**src/rtl/c_rst_seq_pkg.sv**
```systemverilog
// Shared state codes and default timing constants for the reset sequencer,
// also used by the supervisor and top-level models.
package c_rst_seq_pkg;

  localparam logic [2:0] ST_HOLD    = 3'd0;
  localparam logic [2:0] ST_WAIT_PG = 3'd1;
  localparam logic [2:0] ST_SEQ     = 3'd2;
  localparam logic [2:0] ST_RUN     = 3'd3;
  localparam logic [2:0] ST_FAULT   = 3'd4;

  localparam int DEF_N_STG  = 3;
  localparam int DEF_T_HOLD = 50;
  localparam int DEF_T_PG   = 1000;
  localparam int DEF_T_STG  = 100;
  localparam int DEF_T_DB   = 20;

  function automatic int max4(input int a, input int b, input int c, input int d);
    int m;
    m = a;
    if (b > m) m = b;
    if (c > m) m = c;
    if (d > m) m = d;
    return m;
  endfunction

endpackage

```
**src/rtl/c_sync2.sv**
```systemverilog
// Two-flop synchronizer with asynchronous active-low reset to RST_VAL.
module c_sync2 #(
  parameter logic RST_VAL = 1'b0
) (
  input  logic clk,
  input  logic rst_n,
  input  logic d,
  output logic q
);

  logic meta;

  always_ff @(posedge clk or negedge rst_n) begin
    if (!rst_n) begin
      meta <= RST_VAL;
      q    <= RST_VAL;
    end else begin
      meta <= d;
      q    <= meta;
    end
  end

endmodule

```
**src/rtl/c_rst_seq.sv**
```systemverilog
// Reset sequencer: holds all domain resets, waits for power-good, then
// releases N_STG resets in order with fixed spacing; ready in RUN, fault on pg timeout.
module c_rst_seq
  import c_rst_seq_pkg::*;
#(
  parameter int N_STG  = DEF_N_STG,
  parameter int T_HOLD = DEF_T_HOLD,
  parameter int T_PG   = DEF_T_PG,
  parameter int T_STG  = DEF_T_STG,
  parameter int T_DB   = DEF_T_DB
) (
  input  logic             clk,
  input  logic             rst_n,
  input  logic             pb_n,
  input  logic             pg,
  output logic [N_STG-1:0] rst_out_n,
  output logic             ready,
  output logic             fault
);

  localparam int CW = $clog2(max4(T_HOLD, T_PG, T_STG, T_DB)) + 1;
  localparam logic [CW-1:0] HOLD_LAST = CW'(T_HOLD - 1);
  localparam logic [CW-1:0] PG_LAST   = CW'(T_PG - 1);
  localparam logic [CW-1:0] STG_LAST  = CW'(T_STG - 1);
  localparam logic [CW-1:0] DB_LAST   = CW'(T_DB - 1);

  logic          rst_i_n;
  logic          pb_s;
  logic          pg_s;
  logic          press;
  logic          cause;
  logic [CW-1:0] db_cnt;
  logic [CW-1:0] cnt;
  logic [2:0]    state;

  // Assert asynchronously with rst_n, release two clocks later.
  c_sync2 #(.RST_VAL(1'b0)) u_rst_sync (
    .clk   (clk),
    .rst_n (rst_n),
    .d     (1'b1),
    .q     (rst_i_n)
  );

  c_sync2 #(.RST_VAL(1'b1)) u_pb_sync (
    .clk   (clk),
    .rst_n (rst_n),
    .d     (pb_n),
    .q     (pb_s)
  );

  c_sync2 #(.RST_VAL(1'b0)) u_pg_sync (
    .clk   (clk),
    .rst_n (rst_n),
    .d     (pg),
    .q     (pg_s)
  );

  always_ff @(posedge clk or negedge rst_i_n) begin
    if (!rst_i_n) begin
      db_cnt <= '0;
      press  <= 1'b0;
    end else if (pb_s) begin
      db_cnt <= '0;
      press  <= 1'b0;
    end else if (db_cnt == DB_LAST) begin
      press  <= 1'b1;
    end else begin
      db_cnt <= db_cnt + CW'(1);
    end
  end

  assign cause = press | ~pg_s;

  // rst_out_n is a thermometer code: each stage release shifts in a 1,
  // so the MSB doubles as the "last stage released" flag.
  always_ff @(posedge clk or negedge rst_i_n) begin
    if (!rst_i_n) begin
      state     <= ST_HOLD;
      cnt       <= '0;
      rst_out_n <= '0;
      ready     <= 1'b0;
      fault     <= 1'b0;
    end else begin
      case (state)
        ST_HOLD: begin
          if (press) begin
            cnt <= '0;
          end else if (cnt == HOLD_LAST) begin
            state <= ST_WAIT_PG;
            cnt   <= '0;
          end else begin
            cnt <= cnt + CW'(1);
          end
        end
        ST_WAIT_PG: begin
          if (press) begin
            state <= ST_HOLD;
            cnt   <= '0;
          end else if (pg_s) begin
            state     <= ST_SEQ;
            cnt       <= '0;
            rst_out_n <= N_STG'(1);
          end else if (cnt == PG_LAST) begin
            state <= ST_FAULT;
            cnt   <= '0;
            fault <= 1'b1;
          end else begin
            cnt <= cnt + CW'(1);
          end
        end
        ST_SEQ: begin
          if (cause) begin
            state     <= ST_HOLD;
            cnt       <= '0;
            rst_out_n <= '0;
          end else if (cnt == STG_LAST) begin
            cnt <= '0;
            if (rst_out_n[N_STG-1]) begin
              state <= ST_RUN;
              ready <= 1'b1;
            end else begin
              rst_out_n <= (rst_out_n << 1) | N_STG'(1);
            end
          end else begin
            cnt <= cnt + CW'(1);
          end
        end
        ST_RUN: begin
          if (cause) begin
            state     <= ST_HOLD;
            cnt       <= '0;
            rst_out_n <= '0;
            ready     <= 1'b0;
          end
        end
        ST_FAULT: begin
          if (press) begin
            state <= ST_HOLD;
            cnt   <= '0;
            fault <= 1'b0;
          end
        end
        default: begin
          state     <= ST_HOLD;
          cnt       <= '0;
          rst_out_n <= '0;
          ready     <= 1'b0;
          fault     <= 1'b0;
        end
      endcase
    end
  end

endmodule

```
**config.mk**
```make
export PLATFORM = sky130hd
export DESIGN_NAME = c_rst_seq
export DESIGN_NICKNAME = d
export VERILOG_FILES = /design/src/rtl/c_rst_seq_pkg.sv /design/src/rtl/c_sync2.sv /design/src/rtl/c_rst_seq.sv
export SDC_FILE = /design/constraint.sdc
export NUM_CORES = 1
export LEC_CHECK = 0
export ABC_AREA = 0
export CORE_UTILIZATION = 45
export CTS_CLUSTER_DIAMETER = 80
export DETAILED_ROUTE_END_ITERATION = 6
export GPL_TIMING_DRIVEN = 0
export SYNTH_ARGS = -nofsm -noshare
export SYNTH_HDL_FRONTEND = slang
export SYNTH_SLANG_ARGS = --single-unit
export TNS_END_PERCENT = 100
```
**constraint.sdc**
```tcl
create_clock -name clk -period 1.5 [get_ports clk]
set_input_delay 0.45 -clock clk [delete_from_list [all_inputs] [get_ports clk]]
set_output_delay 0.45 -clock clk [all_outputs]
set_load 0.005 [all_outputs]
```
# After elaboration in Yosys (flattened, before gate mapping)
# Cells that the tools add are included.
[op_classes]
mux = 41
n_addsub = 2
bitwise_logic = 5
n_eq_ne = 24
n_reduce_logical = 11
[op_table]
columns = ["op", "count"]
rows = [
  ["two-way mux 11 bit", 11],
  ["one-hot mux 11 bit (5 select lines)", 1],
  ["two-way mux 3 bit", 15],
  ["adder 11 x 1 -> 11 bit (second input constant)", 2],
  ["!= test 2 bit (second input constant)", 10],
  ["one-hot mux 3 bit (5 select lines)", 1],
  ["AND reduction 5 bit", 3],
  ["one-hot mux 3 bit (4 select lines)", 1],
  ["== test 11 x 10 -> 1 bit (second input constant)", 1],
  ["== test 11 x 5 -> 1 bit (second input constant)", 1],
  ["== test 11 x 6 -> 1 bit (second input constant)", 1],
  ["== test 11 x 7 -> 1 bit (second input constant)", 1],
  ["two-way mux 1 bit", 10],
  ["!= test 3 bit (second input constant)", 3],
  ["AND reduction 7 bit", 1],
  ["== test 3 x 2 -> 1 bit (second input constant)", 2],
  ["one-hot mux 1 bit (3 select lines)", 2],
  ["AND reduction 6 bit", 1],
  ["OR reduction 3 bit", 2],
  ["!= test 2 x 1 -> 1 bit (second input constant)", 2],
  ["!= test 4 x 3 -> 1 bit (second input constant)", 1],
  ["NOT 1 bit", 4],
  ["== test 3 x 1 -> 1 bit (second input constant)", 1],
  ["== test 3 bit (second input constant)", 1],
  ["other kinds (5)", 5],
]
[word_totals]
word_cells = 97
in_bits = 4
out_inout_bits = 5
regBits = 37

# Depth between registers and ports, before layout
# Gate-level depths: netlist (run 1).
[logic_depth]
ltp_word = 5
depth_mapped = 8
mapped_depth_nobuf = 7

# Hierarchy
# Synthesis (run 1) repeated with hierarchy kept, for this count alone.
[unflattened]
hier_cells = 208
hier_area_um2 = 1971.9
[modules_own_cells]
columns = ["module", "area_each_um2", "cells_per_inst", "n_inst"]
rows = [
  ["c_rst_seq", 1819.2, 202, 1],
  ["c_sync2 (u_pg_sync ...)", 50.0, 2, 2],
  ["c_sync2 (u_pb_sync)", 52.6, 2, 1],
]

# Least setup slack after synthesis (run 1)
# OpenSTA, ideal clock, no wires.
[synth_timing]
path_type = "register -> register"
from = "register cnt[2]"
to = "register state[0]"
path_buffers = 0
stages_incl_launch_ff = 6
synth_period_minus_slack_ps = 2077
slack_ps = -577
t_arrival_ps = 1952
setup_time_ps = 125
path_cell_list = "dfrtp_1 > or4_4 > nor4_4 > o22ai_1 > a21oi_1 > mux2_2"
[synth_via]
elab_chain_len = 3
elab_cells_between_ends = 7
cone_classes = "6 x eq/ne; 1 x reduce/logical"
[synth_rtl]
columns = ["item", "line", "rtl"]
rows = [
  ["from (decl)", "c_rst_seq.sv:33", "logic [CW-1:0] cnt;"],
  ["from (signal assigned)", "c_rst_seq.sv:92", "cnt <= cnt + CW'(1);"],
  ["from (signal assigned)", "c_rst_seq.sv:108", "cnt <= cnt + CW'(1);"],
  ["from (signal assigned)", "c_rst_seq.sv:125", "cnt <= cnt + CW'(1);"],
  ["== test 11 x 10 -> 1 bit (tied with other cells)", "c_rst_seq.sv:103", "end else if (cnt == PG_LAST) begin"],
  ["!= test 4 x 3 -> 1 bit (no source line) (tied with other cells)", "--", ""],
  ["AND reduction 7 bit (no source line) *", "--", ""],
  ["to (signal assigned)", "c_rst_seq.sv:100", "state <= ST_SEQ;"],
  ["to (signal assigned)", "c_rst_seq.sv:104", "state <= ST_FAULT;"],
  ["to (signal assigned)", "c_rst_seq.sv:113", "state <= ST_HOLD;"],
  ["to (decl)", "c_rst_seq.sv:34", "logic [2:0] state;"],
]
# Mark *: on every way between the ends. The rest lies on a longest branch, timed or not.
# A chain may end at the register's enable or synchronous reset.

# Worst setup path in the final report (run 1)
[layout_timing]
from = "register cnt[9]"
to = "register cnt[4]"
[layout_via]
elab_chain_len = 5
elab_cells_between_ends = 11
cone_classes = "3 x eq/ne; 8 x mux"
[layout_rtl]
columns = ["item", "line", "rtl"]
rows = [
  ["== test 11 x 10 -> 1 bit", "c_rst_seq.sv:103", ""],
  ["two-way mux 11 bit", "c_rst_seq.sv:103", ""],
  ["two-way mux 11 bit", "c_rst_seq.sv:99", "end else if (pg_s) begin"],
  ["two-way mux 11 bit", "c_rst_seq.sv:96", "if (press) begin"],
  ["one-hot mux 11 bit (5 select lines) *", "c_rst_seq.sv:84", "case (state)"],
]
# Marks and branches as above.

==> impl_results.md, run 1 <==
- Via count: 1624
- CP max-delay cell: or4_4
- Worst Path Required: 1.67 ns
- Detailed Routing Iterations Pass 1: 4
- Root Driver: clkbuf_8
- CTS buffer count: 5
- Final WS setup: -0.5304 ns
- CTS clk-pin slew, worst paths: 0.07 ns
- Global Route Usage Sum: 0.2086
- Final hold violation count: 0
- First-pass GRT wire length: 6.913 mm
- Yosys reg bits: 37
- Drt wl/cell: 14.73 um
- Seq pwr share: 0.380
- Largest area contributor in the netlist: dfrtp_1
- Critical path arrival: 2.20 ns
- Layout cell share with drive strength beyond 1: 0.2661
- Global routing's busiest layer: met2
- Slew headroom: 0.5363
- Sequential-to-total area share from yosys stat: 0.4904
- P_leak: 1.084 nW
- Pwr Density: 1311 nW/um^2
- Final period util: 1.354
- Residual DRC: 0
- Clock buffer depth: 2
- Sink Count: 37
- Critical Path Source Type: flip-flop
- Cell Area, Synth: 1893 sq um
- Final core occ: 0.6065
- Critical Path Max Stage Delay: 0.57 ns
- Pint: 2.193 mW
- RePlAce Congestion: 0.8542
- Violated checks: negative setup slack
- H-tree level count: 2
- Chip width: 66.86 um
- Synth-to-layout area growth: 29.08%
- DP Cell Count: 252
- Synth Net Count: 201
- Port Buffers: 8
- Unrepaired setup endpoints after global routing: true
- Post-route antenna net violation count: 0
- Die height: 66.86 um
- Yosys cell types: 46
- Worst VDD drop: 973.8 uV
- CP Max Fanout: 10
- Net Switching: 1.010 mW
- Max-slew violation count: 0
- Worst Tran Pin Value: 0.6955 ns
- Design area: 2444 sq um
- Number of diodes: 0
- Starting density of the core: 0.4699
- Largest net degree at the start of global routing: 32
- Max-Cap Viols: 0
- Placed cell area: 2046 sq um
- Setup CP Type: reg -> reg
- Wirelength, routed: 4.168 mm
- Worst slack, placed: -0.7677 ns
- Final Non-Filler Cells: 283
- Ranking of synthesized cells by area: dfrtp_1 46%, a21o_1 3.6%, dfstp_2 2.8%
- Initial antenna violation count: 0
- Worst Hold Class: reg -> async
- First DRT Iteration DRCs: 143
- CTS tree: done
- Vias in the first global route: 1538
- YS warnings: 0
- GRT overflow: 0
- Status: complete, but fails checks
- Top Ports: 9
- Post-synth EDFFs: 0
- Main synth FF type: dfrtp_1
- FMAX: 492.5 MHz
- Comb power frac: 0.342
- Clock group share of total power: 0.278
- Crit end category: flip-flop
- Asr flop ratio synth: 1.000
- Syn Inst Count: 194
- Crit path cell chain: or4_4, nor4_4, o221a_2, buf_6, o21ai_1, a21o_1
- Met1 usage: 0.2687
- Sw Share: 0.3154
- Site Rows: 23
- Die area: 4470 sq um
- HPWL after detailed placement: 2.538 mm
- Core Footprint: 4029 sq um
- Vias per cell: 5.739
- Top cell type's share of synthesized area: 0.4627
- Final setup skew: 0.01135 ns
- Syn avg cell area: 9.758 sq um
- Worst skew pair latency: 0.29 ns
- NumNets Final: 239
- Met3 track utilization from global routing: 0.04110
- Fin crit period: 2.030 ns
- Final setup violating endpoints: 16
- GRT met2 Usage: 0.3409
per-layer routing:
layer | vias up | share of wire | routed length, um
met1 | 793 | 0.48 | 1985
li1 | 794 | - | -
met2 | 33 | 0.48 | 2014
met3 | 4 | 0.031 | 129
met4 | 0 | 0.0091 | 38
met5 | - | 0 | 0
timing repair:
item,4_1_cts,5_1_grt
resized for setup,12,21
setup endpoints to repair,25,23
hold buffers,0,0
cloned,0,0
pin swaps,8,8
setup buffers,17,9
metrics by stage:
step | TNS, ns | hold WS (ns) | total power [mW]
after global routing | -9.267 | 0.3672 | 3.392
after global placement | -10.36 | 0.3353 | 2.021
after detailed placement | -10.66 | 0.3451 | 2.045
after floorplan | -7.132 | 0.1544 | 1.856
final | -7.421 | 0.3043 | 3.203
after CTS | -7.600 | 0.3614 | 3.043
cell usage after synthesis (2+ instances only):
cell type	number
ha_1	3
dfstp_2	2
o21ai_1	8
a31oi_1	4
nand2_1	12
nor4_1	5
inv_1	6
o2bb2ai_1	3
and3_1	4
clkbuf_1	4
nor3b_1	2
xor2_1	6
nor3_1	8
a21oi_1	10
o21ai_0	5
nand4_1	5
nand3_1	10
nor2_1	14
o22ai_1	3
or3_1	4
mux2i_1	2
nand2b_1	6
nor2b_1	3
a21o_1	9
dfrtp_1	35
worst paths after layout:
check	start	cells after the start	end	slack [ns]
worst max register to register	cnt[9]$_DFFE_PN0P_	6	cnt[4]$_DFFE_PN0P_	-0.53
min in group clk	u_pb_sync.meta$_DFF_PN1_	0	u_pb_sync.q$_DFF_PN1_	0.36
worst min-delay path	u_rst_sync.q$_DFF_PN0_	0	db_cnt[4]$_DFFE_PN0P_	0.30
worst max-delay path	cnt[9]$_DFFE_PN0P_	6	cnt[4]$_DFFE_PN0P_	-0.53
max in group asynchronous	u_rst_sync.q$_DFF_PN0_	0	cnt[2]$_DFFE_PN0P_	0.69
worst min register to register	u_rst_sync.q$_DFF_PN0_	0	db_cnt[4]$_DFFE_PN0P_	0.30
flip-flops by register name, indices dropped and copies added (netlist names):
signal	cells
fault	1
u_rst_sync.q	1
rst_out_n	3
u_pg_sync.q	1
u_pg_sync.meta	1
cnt	11
press	1
db_cnt	11
u_pb_sync.q	1
u_rst_sync.meta	1
ready	1
state	3
u_pb_sync.meta	1
kinds of logic (layout without fill, tap and decap cells):
group,Yosys count,in the layout,share of synthesized area
buf+inv,13,52,0.03238
flops,37,37,0.4904
compound gates,50,50,0.1699
mux,3,3,0.01652
xor+xnor,7,7,0.03239
fa+ha+maj,3,3,0.01983
other cells,1,1,0.001981
simple gates,80,80,0.2366
worst max-delay path: cells and delay by family, from the launching register on:
kind	cells	cell delay, ns
buffers and inverters	1	0.14
AOI/OAI and AO/OA	3	0.49
DFF	1	0.39
and+or+nand+nor	2	0.89
cell usage in the layout, fill, tap and decap left out, types with 4 or more instances in the layout:
| cell type | synthesis | layout |
|---|---|---|
| dfrtp_1 | 35 | 29 |
| buf_4 | 1 | 22 |
| nor2_1 | 14 | 14 |
| nand2_1 | 12 | 12 |
| a21o_1 | 9 | 9 |
| o21ai_1 | 8 | 9 |
| nor3_1 | 8 | 8 |
| a21oi_1 | 10 | 8 |
| nand3_1 | 10 | 8 |
| inv_1 | 6 | 6 |
| xor2_1 | 6 | 6 |
| clkbuf_8 | 0 | 6 |
| dfrtp_2 | 0 | 6 |
| nand2b_1 | 6 | 5 |
| nand4_1 | 5 | 5 |
| dlygate4sd2_1 | 0 | 5 |
| clkbuf_1 | 4 | 4 |
| o21ai_0 | 5 | 4 |
| a31oi_1 | 4 | 4 |
| and3_1 | 4 | 4 |
| buf_6 | 1 | 4 |
cell type report:
type                    instances  area, sq um
multi-input cells             144         1006
fillers                       333         1585
clock inverters                 1        30.03
plain buffers                   6        38.79
well taps                      50        62.56
repair buffers                 32        261.5
clock buffers                   7        86.33
inverters                       6        22.52
flip-flops and latches         37        935.9
power groups by stage:
stage               Sequential [mW]  Combinational (mW)  Clock [mW]
floorplan                      1.20               0.658           0
global placement               1.23               0.794           0
detailed placement             1.23               0.812           0
CTS                            1.21               0.927       0.909
global route                   1.24                1.20       0.955
finish                         1.22                1.10       0.891
(Power assumes the default switching activity.)
==> inputs of run 2 (changes only) <==
--- a/config.mk
+++ b/config.mk
@@ -9,7 +9,9 @@
 export CORE_UTILIZATION = 45
 export CTS_CLUSTER_DIAMETER = 80
 export DETAILED_ROUTE_END_ITERATION = 6
+export GPL_ROUTABILITY_DRIVEN = 0
 export GPL_TIMING_DRIVEN = 0
+export RECOVER_POWER = 25
 export SYNTH_ARGS = -nofsm -noshare
 export SYNTH_HDL_FRONTEND = slang
 export SYNTH_SLANG_ARGS = --single-unit
==> run 2 against run 1 <==
Compared with the run above:
- the flow still finishes with violations (negative setup slack)
- cell area unchanged
- count of clock-buffer cells in the layout unchanged
- non-clock buffer count unchanged
- global-route usage unchanged
- setup slack is essentially flat
- critical path type unchanged
==> impl_results.md, run 2 (same netlist as run 1, synthesis figures left out) <==
- Initial antenna violation count: 0 (unchanged)
- Worst Path Required: 1.67 ns (about the same)
- Top Ports: 9 (unchanged)
- GRT overflow: 0 (unchanged)
- HPWL after detailed placement: 2.538 mm (unchanged)
- Largest net degree at the start of global routing: 32 (unchanged)
- Worst Tran Pin Value: 0.6955 ns (+0.00000005960 ns)
- Port Buffers: 8 (unchanged)
- Number of fill cells: 333 (unchanged)
- P_leak: 1.085 nW (about the same)
- Slew headroom: 0.5363 (unchanged)
- Die area: 4470 sq um (unchanged)
- Worst Hold Class: reg -> async
- Clock buffer depth: 2 (unchanged)
- Core Footprint: 4029 sq um (unchanged)
- Final period util: 1.354 (about the same)
- First DRT Iteration DRCs: 143 (unchanged)
- Layout cell share with drive strength beyond 1: 0.2661 (unchanged)
- CTS clk-pin slew, worst paths: 0.07 ns (about the same)
- Final hold violation count: 0 (unchanged)
- Die height: 66.86 um (unchanged)
- Site Rows: 23 (unchanged)
- First-pass GRT wire length: 6.913 mm (unchanged)
- Commonest non-fill, non-tap cell in the layout: dfrtp_1
- Wirelength, routed: 4.167 mm (about the same)
- Critical path arrival: 2.20 ns (about the same)
- Synth-to-layout area growth: 29.08% (unchanged)
- Chip width: 66.86 um (unchanged)
- Via count: 1624 (unchanged)
- Final setup skew: 0.01136 ns (+0.000005800 ns)
- Unrepaired setup endpoints after global routing: true
- Post-route antenna net violation count: 0 (unchanged)
- Detailed Routing Iterations Pass 1: 4 (unchanged)
- Worst skew pair latency: 0.29 ns (about the same)
- Status: complete, but fails checks
- Max-Cap Viols: 0 (unchanged)
- Final Non-Filler Cells: 283 (unchanged)
- Placed cell area: 2046 sq um (unchanged)
- CTS buffer count: 5 (unchanged)
- Sink Count: 37 (unchanged)
- Fin crit period: 2.030 ns (-0.000004000 ns)
- CP Max Fanout: 10 (unchanged)
- Commonest cells after routing, fill and taps aside: 29 x dfrtp_1, 22 x buf_4, 14 x nor2_1, 12 x nand2_1
- Setup TNS: -7.421 ns (-0.0001100 ns)
- DP Cell Count: 252 (unchanged)
- Critical Path Source Type: flip-flop
- Drt wl/cell: 14.72 um (about the same)
- Max-slew violation count: 0 (unchanged)
- Pwr Density: 1310 nW/um^2 (about the same)
- Worst VDD drop: 973.8 uV (about the same)
- Residual DRC: 0 (unchanged)
- NumNets Final: 239 (unchanged)
- Final setup violating endpoints: 16 (unchanged)
- Global Route Usage Sum: 0.2086 (unchanged)
- Starting density of the core: 0.4699 (unchanged)
- Root Driver: clkbuf_8
- FMAX: 492.5 MHz (about the same)
- Design area: 2444 sq um (unchanged)
- CTS tree: done
- Vias in the first global route: 1538 (unchanged)
- Final WS setup: -0.5304 ns (+0.000004000 ns)
- H-tree level count: 2 (unchanged)
- Pwr Total: 3.202 mW (about the same)
- Number of diodes: 0 (unchanged)
- Setup CP Type: reg -> reg
- Vias per cell: 5.739 (unchanged)
- Crit end category: flip-flop
- Biggest regs: cnt: 11 flops, db_cnt: 11 flops
- Violated checks: negative setup slack
-- run 2: changes by cell type in the layout (fill, tap and decap cells not counted) --
| cell | delta |
|---|---|
| dlygate4sd3_1 | +3 |
| clkdlybuf4s50_1 | -3 |
-- run 2: layout make-up --
type	instances	area (sq um)	area share
multi-input cells	144	1006	0.4117
repair buffers	32	261.5	0.1070
clock buffers	7	86.33	0.03533
plain buffers	6	38.79	0.01587
inverters	6	22.52	0.009217
clock inverters	1	30.03	0.01229
well taps	50	62.56	0.02560
flip-flops and latches	37	935.9	0.3830
-- run 2: where the power goes --
group          internal [mW]  total (mW)  switching, mW
Clock                  0.542       0.891          0.349
Sequential              1.09        1.22          0.124
Combinational          0.557        1.09          0.538
-- run 2: path summary, 6_finish.rpt --
kind                                     startpoint  cells past startpoint               endpoint  slack [ns]
setup / recovery                 cnt[9]$_DFFE_PN0P_                      6     cnt[4]$_DFFE_PN0P_       -0.53
hold / removal               u_rst_sync.q$_DFF_PN0_                      0  db_cnt[4]$_DFFE_PN0P_        0.30
setup reg to reg                 cnt[9]$_DFFE_PN0P_                      6     cnt[4]$_DFFE_PN0P_       -0.53
hold reg to reg              u_rst_sync.q$_DFF_PN0_                      0  db_cnt[4]$_DFFE_PN0P_        0.30
max in group asynchronous    u_rst_sync.q$_DFF_PN0_                      0     cnt[2]$_DFFE_PN0P_        0.69
min in group clk           u_pb_sync.meta$_DFF_PN1_                      0  u_pb_sync.q$_DFF_PN1_        0.36
-- run 2: what timing repair did --
| item | 4_1_cts | 5_1_grt |
|---|---|---|
| resized for setup | 12 | 21 |
| hold buffers | 0 | 0 |
| setup buffers | 17 | 9 |
| pin swaps | 8 | 8 |
| endpoints found under the setup margin | 25 | 23 |
-- run 2: worst max-delay path, cell delays in order, from the launching register on --
cell     delay [ns]
dfrtp_1        0.39
or4_4          0.57
nor4_4         0.32
o221a_2        0.27
buf_6          0.14
o21ai_1        0.06
a21o_1         0.16
-- run 2: metal layers --
metal | global-route usage | wire length (um)
met5 | 0 | 0
met4 | 0.08245 | 38
met3 | 0.04110 | 129
met2 | 0.3409 | 2013
met1 | 0.2687 | 1986
-- run 2: metrics by stage --
stage | hold WS (ns) | util | worst slack, ns
5_1_grt | 0.3672 | 0.6065 | -0.6437
4_1_cts | 0.3614 | 0.5721 | -0.5392
6_report | 0.3043 | 0.6065 | -0.5304
2_1_floorplan | 0.1544 | - | -0.5478
3_3_place_gp | 0.3353 | 0.5078 | -0.7510
3_5_place_dp | 0.3451 | 0.5078 | -0.7677
==> edit, RTL diff (config.mk and constraints of run 2) <==
Change the parameter `RST_VAL` from 1'b1 to 1'b0.
--- a/src/rtl/c_rst_seq.sv
+++ b/src/rtl/c_rst_seq.sv
@@ -41,7 +41,7 @@
     .q     (rst_i_n)
   );
 
-  c_sync2 #(.RST_VAL(1'b1)) u_pb_sync (
+  c_sync2 #(.RST_VAL(1'b0)) u_pb_sync (
     .clk   (clk),
     .rst_n (rst_n),
     .d     (pb_n),
Formal check against the unedited RTL: same outputs for any inputs over 10 cycles, from zero or initial values and one cycle with rst_n low; that may be too few to reach the edited logic, so the function may still have changed.
==> edit against run 2 <==
The run still ends with negative setup slack left. Die area is 0.13% lower. Setup slack worse by 68 ps. Cell area is 0.41% higher. Count of clock-buffer cells in the layout is 1 lower. First-iteration DRC count is 6.3% lower. Synthesized area is 0.13% lower. Non-clock buffer count is 3 higher. Via count is 3.0% higher. Sequential cell count stayed put. Wire length is 6.5% higher. Synthesized cell count stayed put. Total power is 0.64% lower. Global-route usage is 0.64 points higher. Critical path type unchanged.
==> edit: results (changes against run 2) <==
Outcome
The run finished, with violations left. The final reports fail on negative setup slack.

Power and ir drop
The standby leakage power came to 1.11 nW (+1.9%). The peak ir drop on the vdd network is 0.719 mV (-26%).

Setup path
The count of cells along the worst register-to-register path is 5 (-1). The endpoint of the worst setup timing path is state[0]$_DFFE_PN0P_. The highest net fanout along the worst path is 3 (-7).

STA
The worst setup skew after layout is 9.44 ps (-1.92 ps). The setup slack of the critical path after layout came to -598 ps (-67.8 ps). The final-report setup violation count was 18 (+2). The hold slack is 312 ps (+8.07 ps). The total negative slack for setup checks is -9010 ps (-1590 ps). The relative max-transition margin is 53.5% (-0.18 points).

Cells and area
The fill cell total of the finished layout came to 354 (+6.3%). The number of nets in the layout is 242 (+1.3%).

Detailed routing
The total number of vias was 1673 (+3.0%). The routed length on met2 is 2.25 mm (+12%). The number of vias per cell was 5.85 (+1.9%).

The met1 layer wirelength in the final routing came to 1.93 mm (-2.7%).

Placed design
The number of instances in the placed design came to 252 (unchanged). The worst slack after detailed placement is -787 ps (-19.2 ps). The placement-stage cell area is 2040 sq um (-0.12%). The placed wire-length estimate after detailed placement is 2.66 mm (+4.7%).

Synth
The complex-gate fraction of the synthesized area is 17.0% (+0.022 points). The adder-cell share of the synthesized area was 1.99% (+0.0026 points). The post-synthesis mux area share is 1.65% (+0.0022 points).

The post-synthesis share of cell area spent on xor and xnor gates came to 3.24% (+0.0043 points). Ranked by instance count, the synthesized netlist is headed by sky130_fd_sc_hd__dfrtp_1, sky130_fd_sc_hd__nor2_1, sky130_fd_sc_hd__nand2_1. The unique cell type count in the Yosys netlist is 45 (-2.2%). The sequential-to-total area share from yosys stat was 49.0% (-0.067 points). Sorting the synthesized cells by area gives the leading types as sky130_fd_sc_hd__dfrtp_1, sky130_fd_sc_hd__a21o_1, sky130_fd_sc_hd__nor2_1.

CTS
The number of gates resized after CTS was 11 (-1).

Global route
The routing usage on met3 came to 6.85% (+2.7 points). The met2 layer usage reported by global route came to 34.5% (+0.38 points). The met1 track demand over resource in global routing is 25.8% (-1.0 points). The wire length of the first global-routing pass is 7.09 mm (+2.6%). The overall global routing resource usage is 21.5% (+0.64 points).

Worst hold path
The classification of the worst-slack hold path is flip-flop to async pin.
edit: cell types whose count changed after synthesis:
| cell | delta |
|---|---|
| sky130_fd_sc_hd__dfstp_2 | -2 |
| sky130_fd_sc_hd__dfrtp_1 | +2 |
edit: cell type report:
cell class,instances,area [sq um],share of cell area [%]
multi-input cells,144,995,40.5
flip-flops and latches,37,931,37.9
repair buffers,35,280,11.4
clock buffers,6,82.6,3.37
well taps,50,62.6,2.55
plain buffers,6,42.5,1.73
clock inverters,2,37.5,1.53
inverters,6,22.5,0.918
edit: report_power, final:
| part | leakage, nW | internal, mW | switching [mW] | total, mW |
|---|---|---|---|---|
| logic | 0.565 | 0.502 | 0.541 | 1.04 |
| clock network | 0.0574 | 0.541 | 0.384 | 0.925 |
| registers | 0.484 | 1.09 | 0.127 | 1.21 |
edit: critical path, delay by kind of cell, from the launching register on:
family / cells / cell delay [ps]
simple gates: 2 / 960
flops: 1 / 390
mux: 1 / 340
compound gates: 2 / 300
